[src/rtl/tt_pkg.sv]
// Shared types for the truth-table evaluator: FSM states, row record and depth helper.
package tt_pkg;

  typedef enum logic [1:0] {
    IDLE = 2'd0,
    PROG = 2'd1,
    RUN  = 2'd2
  } tt_state_e;

  localparam int MAX_OUT = 32;

  typedef struct packed {
    logic [MAX_OUT-1:0] data;
    logic [MAX_OUT-1:0] mask;
  } tt_row_t;

  function automatic int depth(input int n);
    return 1 << n;
  endfunction

endpackage

[src/rtl/tt_row_mem.sv]
// Row register file: one write port, one asynchronous read port.
// Mask storage exists only when TT_DONTCARE_EN is defined; otherwise every bit reads as care.
module tt_row_mem
  import tt_pkg::*;
#(
  parameter int N_IN  = 3,
  parameter int N_OUT = 2
) (
  input  logic             clk,
  input  logic             rst_n,
  input  logic             we,
  input  logic [N_IN-1:0]  waddr,
  input  logic [N_OUT-1:0] wdata,
  input  logic [N_OUT-1:0] wmask,
  input  logic [N_IN-1:0]  raddr,
  output logic [N_OUT-1:0] rdata,
  output logic [N_OUT-1:0] rmask
);

  localparam int DEPTH = depth(N_IN);

  logic [N_OUT-1:0] data_q [DEPTH];

  always_ff @(posedge clk or negedge rst_n) begin
    if (!rst_n) begin
      for (int i = 0; i < DEPTH; i++) data_q[i] <= '0;
    end else if (we) begin
      data_q[waddr] <= wdata;
    end
  end

  assign rdata = data_q[raddr];

`ifdef TT_DONTCARE_EN
  logic [N_OUT-1:0] mask_q [DEPTH];

  always_ff @(posedge clk or negedge rst_n) begin
    if (!rst_n) begin
      for (int i = 0; i < DEPTH; i++) mask_q[i] <= '1;
    end else if (we) begin
      mask_q[waddr] <= wmask;
    end
  end

  assign rmask = mask_q[raddr];
`else
  logic unused_wmask;
  assign unused_wmask = ^wmask;
  assign rmask        = '1;
`endif

endmodule

[src/rtl/tt_eval_engine.sv]
// Programmable truth-table evaluator: serial row programming, then a 1-cycle-latency valid/ready lookup stream.
// Optional don't-care masks are enabled with TT_DONTCARE_EN.
module tt_eval_engine
  import tt_pkg::*;
#(
  parameter int   N_IN    = 3,
  parameter int   N_OUT   = 2,
  parameter logic DC_FILL = 1'b0
) (
  input  logic             clk,
  input  logic             rst_n,
  input  logic             cfg_start,
  input  logic             cfg_we,
  input  logic [N_OUT-1:0] cfg_data,
  input  logic [N_OUT-1:0] cfg_mask,
  output logic             cfg_done,
  output logic             cfg_err,
  input  logic             in_valid,
  output logic             in_ready,
  input  logic [N_IN-1:0]  in_vec,
  output logic             out_valid,
  input  logic             out_ready,
  output logic [N_OUT-1:0] out_data,
  output logic [N_OUT-1:0] out_dc,
  output tt_state_e        dbg_state
);

  localparam logic [N_IN-1:0] LAST = N_IN'(depth(N_IN) - 1);

  tt_state_e        state;
  logic [N_IN-1:0]  cnt;
  logic             wr_en;
  logic             accept;
  logic [N_OUT-1:0] rd_data;
  logic [N_OUT-1:0] rd_mask;

  // Valid/ready: a beat moves when valid && ready on a rising edge; a presented
  // result holds its data until taken, and a stalled output blocks new inputs.
  assign in_ready  = (state == RUN) && (!out_valid || out_ready);
  assign accept    = in_valid && in_ready;
  assign wr_en     = cfg_we && !cfg_start && (state == PROG);
  assign dbg_state = state;

  tt_row_mem #(.N_IN(N_IN), .N_OUT(N_OUT)) u_mem (
    .clk   (clk),
    .rst_n (rst_n),
    .we    (wr_en),
    .waddr (cnt),
    .wdata (cfg_data),
    .wmask (cfg_mask),
    .raddr (in_vec),
    .rdata (rd_data),
    .rmask (rd_mask)
  );

  always_ff @(posedge clk or negedge rst_n) begin
    if (!rst_n) begin
      state    <= IDLE;
      cnt      <= '0;
      cfg_done <= 1'b0;
      cfg_err  <= 1'b0;
    end else begin
      cfg_done <= 1'b0;
      if (cfg_start) begin
        // A write presented alongside start is dropped.
        state   <= PROG;
        cnt     <= '0;
        cfg_err <= 1'b0;
      end else if (cfg_we) begin
        if (state == PROG) begin
          cnt <= cnt + 1'b1;
          if (cnt == LAST) begin
            state    <= RUN;
            cfg_done <= 1'b1;
          end
        end else begin
          cfg_err <= 1'b1;
        end
      end
    end
  end

  always_ff @(posedge clk or negedge rst_n) begin
    if (!rst_n) begin
      out_valid <= 1'b0;
      out_data  <= '0;
    end else if (accept) begin
      out_valid <= 1'b1;
      out_data  <= (rd_data & rd_mask) | ({N_OUT{DC_FILL}} & ~rd_mask);
    end else if (out_ready) begin
      out_valid <= 1'b0;
    end
  end

`ifdef TT_DONTCARE_EN
  always_ff @(posedge clk or negedge rst_n) begin
    if (!rst_n) out_dc <= '0;
    else if (accept) out_dc <= ~rd_mask;
  end
`else
  assign out_dc = '0;
`endif

endmodule

[config.mk]
export PLATFORM = sky130hd
export DESIGN_NAME = tt_eval_engine
export DESIGN_NICKNAME = d
export VERILOG_FILES = /design/src/rtl/tt_pkg.sv /design/src/rtl/tt_row_mem.sv /design/src/rtl/tt_eval_engine.sv
export SDC_FILE = /design/constraint.sdc
export NUM_CORES = 1
export LEC_CHECK = 0
export CELL_PAD_IN_SITES_DETAIL_PLACEMENT = 0
export CELL_PAD_IN_SITES_GLOBAL_PLACEMENT = 1
export CORE_MARGIN = 3
export CORE_UTILIZATION = 42
export DETAILED_ROUTE_END_ITERATION = 8
export PLACE_DENSITY = 0.77
export SLEW_MARGIN = 20
export SYNTH_ARGS = -nofsm -noshare
export SYNTH_HDL_FRONTEND = slang
export SYNTH_SLANG_ARGS = --single-unit
[constraint.sdc]
create_clock -name clk -period 1.7 [get_ports clk]
set_input_delay 0.34 -clock clk [delete_from_list [all_inputs] [get_ports clk]]
set_output_delay 0.34 -clock clk [all_outputs]
set_load 0.02 [all_outputs]
==> results.md <==
* Buffer and inverter count on the worst path at 1
* Top cells by count, synth: 26 x dfrtp_1, 16 x mux2_2, 12 x mux2i_1, 6 x nor2_1, 5 x buf_4
* Post-detail-place hpwl at 1800 um
* Achievable frequency at 0.613 GHz
* Simple-gate share of the synthesized area at 17.1%
* Total power at 0.00137 W
* GPL Wtd Cong at 0.747
* First-pass GRT wire length at 4260 um
* I/O pin total at 23
* Critical Path Source: cfg_err
* Pwr/cell area at 839 mW/mm2
* Sequential share of the synthesized area at 49.1%
* FP Rows at 19
* Number of synthesized register bits at 26
* Routed Antenna Nets at 0
* Starting Density at 46.1%
* I/O Buffers at 18
* Status: finished, final reports clean
* H-tree depth at 1
* Layout cells sized above 1 at 31.7%
* Setup repair bufs after CTS at 0
* Die width at 62.2 um
* Final WL at 2410 um
* Adder-cell share of the synthesized area at 1.89%
* Peak per-stage delay on the critical path at 0.60 ns
* Grt total ovfl at 0
* Min Tclk post-route at 1.63 ns
* Worst Path Arrival at 1.29 ns
* CTS tree: done
* Main flop type after synthesis: dfrtp_1
* Worst setup path category: flop to output pin
* Vias in the first global route at 851
* Post-route DRC at 0
* CTS Buf Count at 3
* Synth area leader: dfrtp_1
* Via count at 816
* Worst R2R Start: dbg_state[1]
* Top-count cell post-synth: dfrtp_1
* Total number of yosys warnings at 0
* Crit share post-route at 95.9%
* Inserted Diodes at 0
* Largest net degree at the start of global routing at 27
* Longest Clk Path Bufs at 2
* Synth cell types at 28
* CTS clock-pin slew for the worst setup and hold paths at 0.14 ns
* Max-capacitance violation count at 0
* Area Overhead vs Synth at 23.0%
* Synth Area in XOR/XNOR at 0.660%
* Crit path max-delay family: buffers and inverters
* GRT Overall Usage at 13.8%
* Fill cells at 249
* Sum of negative setup slack at 0 ns
* Avg Inst Size Synth at 13.7 um2
* Die Y at 62.2 um
* Syn Inst Count at 97
* Die area at 0.00387 mm2
* Nets@finish at 136
* Core area at 0.00288 mm2
* RSZ-0062 raised after global routing: false
* Final Util at 56.7%
* Synth async-reset ratio at 100%
* Dominant combinational cell family by area after synthesis: multiplexers
* CP Cell Sequence: clkdlybuf4s50_1
* WL/cell at 14.9 um
* Slowest cell on crit path: clkdlybuf4s50_1
* Reg area at 652 um2
* Worst setup SP type: flop
* Critical path peak fanout at 2
* Worst IR Drop VDD at 0.421 mV
* EDFF count, synth at 0
* Compound-cell area share of the yosys netlist at 1.23%
* Top post-synthesis cells by area: dfrtp_1 49%, mux2_2 14%, mux2i_1 9.1%
* Data required, critical path at 1.36 ns
* Clock Skew at 0.00254 ns
* Drt pass-1 iters at 4
* DR iter-0 viols at 27
* Count of final max-slew check failures at 0
* Detailed-route vias per instance at 5.04
* CTS Hold Bufs at 0
* Crit path capture type: output pin
* CTS sink cnt at 26
* Final setup viols at 0
* Fin. Hold Viols at 0
* Area of the multi-input gates at 629 um2
* Top-area cell type share of the netlist area at 49.1%
* Post-synth design cell area at 0.00133 mm2
* Clock Latency Late Sink at 0.32 ns
* Root buf cell: clkbuf_4
* Mux cell area share after synthesis at 26.0%
* Leakage power at 0.772 nW
* HP Class: primary input to asynchronous set/reset pin
* Antenna violations before repair at 0
kinds of logic (layout without fill, tap and decap cells):
logic type / Yosys count / in the layout
fa+ha+maj: 2 / 2
flops: 26 / 26
buf+inv: 8 / 30
mux: 30 / 30
simple gates: 26 / 26
xor+xnor: 1 / 1
compound gates: 3 / 3
other cells: 1 / 2
metal layers:
layer / track usage, % / up-vias / wire [um]
met4: 5.80 / 0 / 17
met5: 0 / - / 0
met2: 21.2 / 14 / 1200
met1: 19.0 / 405 / 1110
met3: 2.70 / 2 / 88
li1: - / 395 / -
cell type report:
type | count | area share, %
Sequential cell | 26 | 40.0
Multi-Input combinational cell | 64 | 38.6
Timing Repair Buffer | 24 | 14.6
Tap cell | 42 | 3.22
Clock inverter | 1 | 1.84
Clock buffer | 3 | 1.38
Inverter | 2 | 0.460
layout by cell type, fill, tap and decap left out, types with 2 or more instances in the layout:
cell type,count
dfrtp_1,25
mux2_2,16
mux2i_1,12
clkdlybuf4s50_1,12
nor2_1,6
buf_4,5
nand4b_1,3
nand2_1,3
clkbuf_4,3
dlymetal6s2s_1,3
nand2b_1,2
nor4b_4,2
mux4_2,2
inv_1,2
ha_1,2
conb_1,2
dlygate4sd2_1,2
where the power goes:
part | switching [W] | internal, W | total (W)
combinational | 0.0000780 | 0.000126 | 0.000204
sequential | 0.0000520 | 0.000686 | 0.000738
clock | 0.000188 | 0.000238 | 0.000426
total | 0.000318 | 0.00105 | 0.00137
per-stage QoR:
step | instance area, um2 | cells | worst slack, ns | hold slack [ns]
final | 1630 | 162 | 0.0691 | 0.360
after global routing | 1630 | 162 | 0.0159 | 0.356
after CTS | 1630 | 162 | 0.0327 | 0.358
after detailed placement | 1580 | 158 | -0.304 | 0.488
after global placement | 1580 | 158 | -0.293 | 0.477
after floorplan | 1330 | 98 | 0.154 | 0.0444
registers in the layout, summed over array words and instances, names as in the netlist:
name / count
cnt: 3
cfg_err: 1
out_data: 2
out_valid: 1
u_mem.data_q: 16
dbg_state: 2
cfg_done: 1
what timing repair did:
| action | in CTS | in global routing |
|---|---|---|
| hold endpoints to repair | 0 | 0 |
| endpoints found under the setup margin | 3 | 4 |
| resized for setup | 6 | 4 |
final timing paths:
| kind | to | slack (ns) | depth (start not counted) |
|---|---|---|---|
| max | cfg_err | 0.07 | 1 |
| min | dbg_state[0] | 0.36 | 2 |
| max reg2reg | u_mem.data_q[11] | 0.13 | 3 |
| min reg2reg | cfg_err | 0.52 | 2 |
| max in group asynchronous | dbg_state[1] | 1.08 | 2 |
| min in group clk | cfg_err | 0.52 | 2 |
(Power assumes the default switching activity.)
